File: src/rtl/sik_fetch.sv
// SIK instruction fetch: streams imem words into a prefetch queue tagged with their PC.
// Optional pre-word folding is enabled by defining SIK_FETCH_PREFOLD_EN.
module sik_fetch #(
  parameter int unsigned DEPTH    = 4,
  parameter logic [15:0] RESET_PC = 16'h0000
) (
  input  logic        clk,
  input  logic        reset,
  input  logic        halt,
  output logic        imem_req,
  output logic [15:0] imem_addr,
  input  logic [15:0] imem_rdata,
  input  logic        redirect,
  input  logic [15:0] redirect_pc,
  output logic        out_valid,
  input  logic        out_ready,
  output logic [15:0] out_ir,
  output logic [15:0] out_pc,
  output logic        out_pre_valid,
  output logic [3:0]  out_pre
);

  localparam int unsigned PW = (DEPTH > 1) ? $clog2(DEPTH) : 1;
  localparam int unsigned CW = PW + 1;

  logic [15:0]   fetch_pc_q, fetch_pc_d;
  logic          inflight_q, inflight_d;
  logic [15:0]   inflight_pc_q, inflight_pc_d;
  logic          drop_q, drop_d;
  logic [PW-1:0] head_q, head_d, tail_q, tail_d;
  logic [CW-1:0] count_q, count_d;
  logic [CW-1:0] occupancy;

  logic [15:0]   ir_mem_q [DEPTH];
  logic [15:0]   pc_mem_q [DEPTH];

  logic          resp, enq, deq, is_pre;

  // The outstanding read is counted so a full queue never over-issues.
  assign occupancy = count_q + CW'(inflight_q);
  assign imem_req  = !reset && !halt && !redirect && (occupancy < CW'(DEPTH));
  assign imem_addr = fetch_pc_q;

  assign resp      = inflight_q && !drop_q;
  assign out_valid = (count_q != '0);
  assign deq       = out_valid && out_ready && !redirect;
  assign enq       = resp && !redirect && !is_pre;

  assign out_ir    = ir_mem_q[head_q];
  assign out_pc    = pc_mem_q[head_q];

`ifdef SIK_FETCH_PREFOLD_EN
  logic          pre_pending_q, pre_pending_d;
  logic [3:0]    pre_val_q, pre_val_d;
  logic          prev_mem_q [DEPTH];
  logic [3:0]    pre_mem_q  [DEPTH];

  assign is_pre        = (imem_rdata[15:12] == 4'b0011);
  assign out_pre_valid = prev_mem_q[head_q];
  assign out_pre       = pre_mem_q[head_q];

  always_comb begin
    pre_pending_d = pre_pending_q;
    pre_val_d     = pre_val_q;
    if (redirect) begin
      pre_pending_d = 1'b0;
    end else if (resp && is_pre) begin
      pre_pending_d = 1'b1;
      pre_val_d     = imem_rdata[11:8];
    end else if (enq) begin
      pre_pending_d = 1'b0;
    end
  end

  always_ff @(posedge clk or posedge reset) begin
    if (reset) begin
      pre_pending_q <= 1'b0;
      pre_val_q     <= '0;
      for (int unsigned i = 0; i < DEPTH; i++) begin
        prev_mem_q[i] <= 1'b0;
        pre_mem_q[i]  <= '0;
      end
    end else begin
      pre_pending_q <= pre_pending_d;
      pre_val_q     <= pre_val_d;
      if (enq) begin
        prev_mem_q[tail_q] <= pre_pending_q;
        pre_mem_q[tail_q]  <= pre_val_q;
      end
    end
  end
`else
  assign is_pre        = 1'b0;
  assign out_pre_valid = 1'b0;
  assign out_pre       = '0;
`endif

  always_comb begin
    fetch_pc_d    = fetch_pc_q;
    inflight_d    = imem_req;
    inflight_pc_d = inflight_pc_q;
    drop_d        = 1'b0;
    head_d        = head_q;
    tail_d        = tail_q;
    count_d       = count_q;
    if (redirect) begin
      // Redirect wins over enqueue, dequeue and any response arriving this edge.
      fetch_pc_d = redirect_pc;
      drop_d     = inflight_q;
      head_d     = '0;
      tail_d     = '0;
      count_d    = '0;
    end else begin
      if (imem_req) begin
        fetch_pc_d    = fetch_pc_q + 16'd1;
        inflight_pc_d = fetch_pc_q;
      end
      if (enq) tail_d = tail_q + PW'(1);
      if (deq) head_d = head_q + PW'(1);
      count_d = count_q + CW'(enq) - CW'(deq);
    end
  end

  always_ff @(posedge clk or posedge reset) begin
    if (reset) begin
      fetch_pc_q    <= RESET_PC;
      inflight_q    <= 1'b0;
      inflight_pc_q <= '0;
      drop_q        <= 1'b0;
      head_q        <= '0;
      tail_q        <= '0;
      count_q       <= '0;
      for (int unsigned i = 0; i < DEPTH; i++) begin
        ir_mem_q[i] <= '0;
        pc_mem_q[i] <= '0;
      end
    end else begin
      fetch_pc_q    <= fetch_pc_d;
      inflight_q    <= inflight_d;
      inflight_pc_q <= inflight_pc_d;
      drop_q        <= drop_d;
      head_q        <= head_d;
      tail_q        <= tail_d;
      count_q       <= count_d;
      if (enq) begin
        ir_mem_q[tail_q] <= imem_rdata;
        pc_mem_q[tail_q] <= inflight_pc_q;
      end
    end
  end

endmodule
File: config.mk
export PLATFORM = sky130hd
export DESIGN_NAME = sik_fetch
export DESIGN_NICKNAME = d
export VERILOG_FILES = /design/src/rtl/sik_fetch.sv
export SDC_FILE = /design/constraint.sdc
export NUM_CORES = 1
export LEC_CHECK = 0
export ABC_CLOCK_PERIOD_IN_PS = 4850
export CAP_MARGIN = 10
export CORE_MARGIN = 2
export CORE_UTILIZATION = 44
export CTS_CLUSTER_SIZE = 25
export DETAILED_ROUTE_END_ITERATION = 10
export PLACE_DENSITY = 0.66
export SLEW_MARGIN = 30
export SYNTH_ARGS = -nofsm -noshare
export SYNTH_HDL_FRONTEND = slang
export SYNTH_SLANG_ARGS = --single-unit
File: constraint.sdc
create_clock -name clk -period 4.85 [get_ports clk]
set_input_delay 0.485 -clock clk [delete_from_list [all_inputs] [get_ports clk]]
set_output_delay 0.485 -clock clk [all_outputs]
set_load 0.05 [all_outputs]
### Word level (Yosys, flattened, before mapping)

Index checks and enable logic that the tools add are counted.

* input port bits: 37
* register bits: 169
* logic and storage cells: 63

* mux-type cells: 18
* bitwise logic cells: 3
* add/subtract/negate cells: 6
* magnitude comparators: 4
* reductions and logical operators: 17

Operators by type and width (number)
* 64-bit bitwise mux: 2
* 16-bit two-way mux: 7
* 16-bit binary-select mux with 2-bit select: 2
* 16-bit demux with 2-bit select: 1
* 16-bit by 1-bit adder with 16-bit output (second input constant): 1
* 1-bit logical AND: 8
* 2-bit two-way mux: 4
* 3-bit by 1-bit adder with 3-bit output: 2
* 3-bit greater-or-equal comparator (second input constant): 2
* 2-bit inverter with 3-bit output: 2
* 2-bit nonzero test: 3
* 2-bit by 1-bit adder with 2-bit output (second input constant): 2
* 1-bit logical NOT: 4
* 3-bit by 1-bit < comparator with 1-bit output (second input constant): 1
* 3-bit < comparator (second input constant): 1
* 3-bit two-way mux: 1
* 3-bit nonzero test: 1
* 3-bit by 1-bit subtractor with 3-bit output: 1
* 2-bit AND reduction: 1
* 1-bit two-way mux: 1
* 1-bit inverter: 1

### Depth between registers and ports, before layout

Gate-level depths: netlist of run 1.

* depth in word-level cells: 6
* depth in mapped cells: 10

### Least setup slack after synthesis of run 1

Ideal clock, no wire load.

* kind: flip-flop to flip-flop
* start point: register count_q[1]
* end point: register count_q[2]
* path buffers: 0
* stages on the path, launching flop included: 11
* library setup time: 132 ps
* path slack: 2394 ps
* arrival time: 2325 ps
* required time: 4718 ps
* cell sequence: dfrtp_1 or3_1 nand2_1 nor2_1 ha_1 inv_1 ha_1 inv_1 fa_1 xnor2_1 nor2_1

* word-level cells in the longest chain between the ends: 5

Ends and longest elaborated chain
* from (decl): line 31 `logic [CW-1:0] count_q, count_d;`
* from (signal assigned): line 144 `count_q <= count_d;`
* 3-bit nonzero test: line 45 `assign out_valid = (count_q != '0);`
* named net out_valid: line 15 `output logic out_valid,`
* 1-bit logical AND (2 in series): line 46 `assign deq = out_valid && out_ready && !redirect;`
* 3-bit by 1-bit subtractor with 3-bit output: line 120 `count_d = count_q + CW'(enq) - CW'(deq);`
* 3-bit two-way mux: line 106 `if (redirect) begin`
* named net count_d[2]: line 31

The timed path passes the listed nets, and every way through them passes these cells.
A chain may end at the register's enable or synchronous reset.

### Final worst setup path of run 1

* start point: register head_q[0]
* end point: output out_pc[12]

* word-level cells in the longest chain between the ends: 4

Ends and longest elaborated chain
* from (decl): line 30 `logic [PW-1:0] head_q, head_d, tail_q, tail_d;`
* from (signal assigned): line 130 `head_q <= '0;`
* from (signal assigned): line 142 `head_q <= head_d;`
* 2-bit inverter with 3-bit output (implied by the code): line 50 `assign out_pc = pc_mem_q[head_q];`
* 16-bit binary-select mux with 2-bit select: line 50
* 16-bit two-way mux (implied by the code) (2 in series): line 50
* to (decl): line 18 `output logic [15:0] out_pc,`

No other way between the ends. The select of a mux whose other input is x is not followed.

==> flow_metrics.env, run 1 <==
export IMPL_cts_sinks=169
export IMPL_clock_skew_ns=0.007065
export IMPL_syn_inst=507
export IMPL_p_per_area_mw_per_mm2=560.9
export IMPL_worst_path_max_delay_cell="clkdlybuf4s50_1"
export IMPL_max_slew_worst_pin_slew_ns=0.8204
export IMPL_clk_latency_ns=0.42
export IMPL_hp_start="pc_mem_q[2]"
export IMPL_grt_first_pass_wirelength_um=24960
export IMPL_cts_hold_buf=0
export IMPL_cts_repair_resized=0
export IMPL_antenna_cells=0
export IMPL_cts_buffers=17
export IMPL_rows=48
export IMPL_whs_path_depth=1
export IMPL_peakVddDrop_v=0.0004052
export IMPL_placed_area_mm2=0.008630
export IMPL_synth_cell_types=36
export IMPL_cts_clk_slew_worst_paths_ns=0.06
export IMPL_yosysMostFrequentCell="dfrtp_1"
export IMPL_synth_edff_count=0
export IMPL_combPwrFrac_pct=35.0
export IMPL_initialDrtViolationCount=251
export IMPL_crit_required_ns=4.37
export IMPL_startpoint_type="flip-flop"
export IMPL_setup_slack_ns=1.433
export IMPL_cts_tree="yes"
export IMPL_async_reset_ff_share_pct=100.0
export IMPL_max_freq_mhz=292.6
export IMPL_cts_max_path_buffers=2
export IMPL_hold_end="pc_mem_q[2]"
export IMPL_firstDrtPassIters=4
export IMPL_cp_data_arrival_time_ns=2.93
export IMPL_r2r_slack_ns=2.46
export IMPL_seqPwrFrac_pct=36.9
export IMPL_yosysSeqAreaShare_pct=55.60
export IMPL_crit_path_end_kind="output pin"
export IMPL_initial_core_util_pct=44.44
export IMPL_ys_ff_latch=169
export IMPL_drv_slew=0
export IMPL_dieWidth_um=135.5
export IMPL_p_sw_w=0.001847
export IMPL_antenna_found_initial=0
export IMPL_coreArea_mm2=0.01712
export IMPL_cp_depth=3
export IMPL_fin_crit_sh_pct=70.46
export IMPL_netlist_area_mm2=0.007606
export IMPL_post_route_cells_drive_above_1_share_pct=32.72
export IMPL_synthTopCellsByArea="dfrtp_1 (56%), mux2_2 (17%), mux4_2 (9.5%)"
export IMPL_finalCriticalPeriod_ns=3.417
export IMPL_vias=4481
export IMPL_area_growth_pct=22.39
export IMPL_routed_wl_um=15200
export IMPL_p_clk_share_pct=28.1
export IMPL_crit_type="reg2out"
export IMPL_track_usage_pct=17.82
export IMPL_cts_setup_buffers=0
export IMPL_rsz0062_at_grt="no"
export IMPL_final_area_mm2=0.009309
export IMPL_synthFlopType="dfrtp_1"
export IMPL_grt_pass1_vias=4672
export IMPL_postSynthAreaPerCell_um2=15.00
export IMPL_dp_slack_ns=1.675
export IMPL_yosys_top_cells_count="dfrtp_1 (169), mux2_2 (114), mux4_2 (32)"
export IMPL_clock_root_buffer="clkbuf_16"
export IMPL_timing_rr_end="count_q[2]"
export IMPL_grt_max_degree=129
export IMPL_drv_cap=0
export IMPL_hp_class="reg2reg"
export IMPL_leakage_nw=4.094
export IMPL_overflow=0
export IMPL_antenna_left=0
export IMPL_max_stage_delay_ns=0.73
export IMPL_hpwl_um=9554
export IMPL_ioPinCount=92
export IMPL_die_h_um=135.5
export IMPL_cp_buffers_inverters=2
export IMPL_yosysWarnings=0
export IMPL_fin_tns_setup_ns=0
export IMPL_power_internal_w=0.003375
export IMPL_h_tree_depth=4
export IMPL_synth_top_area_cell="dfrtp_1"
export IMPL_finalHoldViolations=0
export IMPL_drcViolationCount=0
export IMPL_maxSlewHeadroom_pct=45.14
export IMPL_die_area_mm2=0.01835
export IMPL_vias_per_cell=5.418
export IMPL_utilization_pct=54.39
export IMPL_crit_fanout=21
export IMPL_reg2reg_depth=10
export IMPL_setup_viol_count_final=0
export IMPL_status="finished, final reports clean"
export IMPL_cpLargestDelayFamily="buffers and inverters"
export IMPL_p_sw_share_pct=35.37
export IMPL_synth_top_area_share_pct=55.60
export IMPL_numPortBuffers=86
export IMPL_cp_cell_sequence="buf_4 > mux4_2 > clkdlybuf4s50_1"
export IMPL_finalWeightedCongestion=0.7508
export IMPL_reg2reg_from="count_q[1]"
export IMPL_finalNetCount=634
export IMPL_routedWlPerCell_um=18.37
[state kept, by name, indices dropped and copies added (netlist names)]
register / flops
ir_mem_q: 64
imem_addr: 16
pc_mem_q: 64
inflight_q: 1
head_q: 2
tail_q: 2
inflight_pc_q: 16
count_q: 3
drop_q: 1
[power groups by stage]
stage | logic (W) | registers, W | clock network (W)
global placement | 0.00181 | 0.00192 | 0
floorplan | 0.00131 | 0.00188 | 0
global route | 0.00192 | 0.00197 | 0.00157
detailed placement | 0.00184 | 0.00195 | 0
CTS | 0.00185 | 0.00193 | 0.00151
finish | 0.00183 | 0.00193 | 0.00147
[routing by layer]
layer  track usage, %  part of all wire (%)  up-vias
li1                 -                     -     2017
met2            27.38                    48       97
met5                0                     0        -
met3            3.779                   3.8       19
met4            6.713                   1.7        0
met1            25.14                    47     2348
[metrics by stage]
stage	power, W	hold slack [ns]	std cells
final	0.005221	0.4863	827
after global routing	0.005456	0.4908	827
after CTS	0.005280	0.4846	826
after detailed placement	0.003792	0.4705	794
after global placement	0.003737	0.4625	794
after floorplan	0.003196	0.4524	511
[cells in the final DEF, fill, tap and decap left out, types with 7 or more instances in the layout]
cell type        netlist  routed
mux2_1                30      30
or4_1                 12      12
inv_1                  9       8
nand2_1               12      12
nor2_1                18      18
buf_4                 18       8
and2_1                 7       7
clkbuf_16              0      17
o31ai_1                9       9
dfrtp_1              169     168
mux4_2                32      32
ha_1                   7       7
a31oi_1               10      10
mux2_2               114     114
clkdlybuf4s50_1        0      86
nand3_1                7       7
[kinds of logic after synthesis]
| group | synth area share (%) |
|---|---|
| compound gates | 2.879 |
| xor+xnor | 0.8061 |
| fa+ha+maj | 1.415 |
| buf+inv | 3.323 |
| flops | 55.60 |
| mux | 31.06 |
| other cells | 0.04930 |
| simple gates | 4.869 |
[worst max path at each step]
stage,slack [ns],endpoint,from
after CTS,1.35,out_pc[12],head_q[0]
after global routing,1.26,out_pc[12],head_q[0]
after global placement,1.70,imem_req,redirect
after detailed placement,1.68,imem_req,redirect
after floorplan,2.21,count_q[0],reset
final,1.43,out_pc[12],head_q[0]
[final cells by class]
class	count	area, µm²
Multi-Input combinational cell	296	3139
Sequential cell	169	4230
Tap cell	225	281.5
Inverter	9	37.54
Timing Repair Buffer	96	968.4
Fill cell	1405	7807
Clock buffer	20	466.7
Clock inverter	12	185.2
(Power assumes the default switching activity.)
==> run 2: changes to the inputs <==
- ABC_CLOCK_PERIOD_IN_PS: 4850 -> 2850
- clock period: 4.85 -> 2.85 ns (I/O delays scaled with it)
==> flow_metrics.env, run 2 (synthesis results as in run 1) <==
export IMPL_final_cells=828
export IMPL_die_h_um=135.5
export IMPL_hpwl_um=9866
export IMPL_max_freq_mhz=425.1
export IMPL_rsz0062_at_grt="no"
export IMPL_final_common_cell="dfrtp_1"
export IMPL_vias_per_cell=5.407
export IMPL_grt_first_pass_wirelength_um=25440
export IMPL_max_stage_delay_ns=0.61
export IMPL_antenna_cells=0
export IMPL_p_sw_w=0.003299
export IMPL_crit_fanout=19
export IMPL_antenna_found_initial=0
export IMPL_cts_tree="yes"
export IMPL_crit_type="reg2out"
export IMPL_finalNetCount=635
export IMPL_initialDrtViolationCount=144
export IMPL_crit_path_end_kind="output pin"
export IMPL_p_clk_share_pct=26.3
export IMPL_overflow=0
export IMPL_numPortBuffers=86
export IMPL_post_route_cells_drive_above_1_share_pct=38.31
export IMPL_area_growth_pct=27.90
export IMPL_drv_slew=0
export IMPL_coreArea_mm2=0.01712
export IMPL_p_per_area_mw_per_mm2=1002
export IMPL_hp_class="in2async"
export IMPL_finalCriticalPeriod_ns=2.352
export IMPL_maxSlewHeadroom_pct=48.87
export IMPL_cts_max_path_buffers=2
export IMPL_max_slew_worst_pin_slew_ns=0.7654
export IMPL_drcViolationCount=0
export IMPL_p_sw_share_pct=33.83
export IMPL_antenna_left=0
export IMPL_cp_buffers_inverters=2
export IMPL_layout_top_registers="ir_mem_q x64, pc_mem_q x64"
export IMPL_clock_root_buffer="clkbuf_16"
export IMPL_utilization_pct=56.83
export IMPL_fin_crit_sh_pct=82.54
export IMPL_initial_core_util_pct=44.44
export IMPL_cts_buffers=17
export IMPL_dieWidth_um=135.5
export IMPL_h_tree_depth=4
export IMPL_setup_viol_count_final=0
export IMPL_crit_required_ns=2.57
export IMPL_fin_tns_setup_ns=0
export IMPL_rows=48
export IMPL_firstDrtPassIters=4
export IMPL_cpLargestDelayFamily="flip-flops"
export IMPL_clk_latency_ns=0.42
export IMPL_grt_pass1_vias=4852
export IMPL_status="finished, final reports clean"
export IMPL_vias=4477
export IMPL_routedWlPerCell_um=18.38
export IMPL_holdWs_ns=0.4027
export IMPL_power_w=0.009751
export IMPL_combPwrFrac_pct=40.3
export IMPL_cp_common_cell="buf_12"
export IMPL_cts_clk_slew_worst_paths_ns=0.06
export IMPL_cp_data_arrival_time_ns=2.07
export IMPL_peakVddDrop_v=0.0006531
export IMPL_grt_max_degree=61
export IMPL_drv_cap=0
export IMPL_leakage_nw=4.294
export IMPL_cts_setup_buffers=0
export IMPL_cts_hold_buf=0
export IMPL_finalWeightedCongestion=0.7852
export IMPL_routed_wl_um=15220
export IMPL_cp_cell_sequence="buf_12 > mux4_2 > buf_12"
export IMPL_power_internal_w=0.006452
export IMPL_ioPinCount=92
export IMPL_clock_skew_ns=0.01037
export IMPL_cts_sinks=169
export IMPL_cts_repair_resized=0
export IMPL_worst_path_max_delay_cell="dfrtp_2"
export IMPL_startpoint_type="flip-flop"
export IMPL_mostFrequentLayoutCells="dfrtp_1 (168), mux2_2 (114), clkdlybuf4s50_1 (53)"
export IMPL_track_usage_pct=18.06
export IMPL_seqPwrFrac_pct=33.4
export IMPL_die_area_mm2=0.01835
export IMPL_finalHoldViolations=0
export IMPL_place_inst=796
-- run 2: cell count changes in the layout (fill, tap and decap cells not counted), sizes merged --
cell,previous run,this run
clkinv,4,2
clkdlybuf4s50,86,53
buf,10,44
inv,11,12
clkbuf,20,19
clkinvlp,2,3
bufinv,4,5
-- run 2: final timing paths --
check	from	endpoint	slack (ns)	cells after the start
min in group clk	redirect_pc[4]	imem_addr[4]	0.43	3
max in group asynchronous	reset	ir_mem_q[39]	1.70	3
hold reg to reg	pc_mem_q[39]	pc_mem_q[39]	0.48	1
setup reg to reg	count_q[1]	count_q[2]	0.57	10
setup / recovery	head_q[0]	out_pc[15]	0.50	3
hold / removal	reset	count_q[0]	0.40	2
-- run 2: layer usage --
metal / up-vias / wire length [µm] / global-route usage, % / part of all wire [%]
met4: 0 / 148 / 4.803 / 0.97
met2: 87 / 7557 / 30.15 / 50
li1: 2028 / - / - / -
met1: 2350 / 6965 / 23.97 / 46
met3: 12 / 544 / 4.190 / 3.6
met5: - / 0 / 0 / 0
-- run 2: per-stage QoR --
step                      area (µm²)  setup WS, ns
after CTS                       9728        0.4395
after global placement          9062        0.6030
after detailed placement        9062        0.5123
after global routing            9728        0.3899
final                           9728        0.4977
after floorplan                 7625        0.3935
-- run 2: layout make-up --
class	instances	area, µm²
multi-input cells	296	3139
flip-flops and latches	169	4230
inverters	9	37.54
well taps	225	281.5
fillers	1351	7388
repair buffers	97	1374
clock inverters	13	212.7
clock buffers	19	452.9
-- run 2: power by group through the flow --
| stage | combinational (W) | clock [W] | sequential, W |
|---|---|---|---|
| 6_report | 0.00393 | 0.00257 | 0.00325 |
| 2_1_floorplan | 0.00223 | 0 | 0.00320 |
| 3_3_place_gp | 0.00393 | 0 | 0.00325 |
| 5_1_grt | 0.00411 | 0.00273 | 0.00333 |
| 4_1_cts | 0.00399 | 0.00262 | 0.00326 |
| 3_5_place_dp | 0.00397 | 0 | 0.00330 |
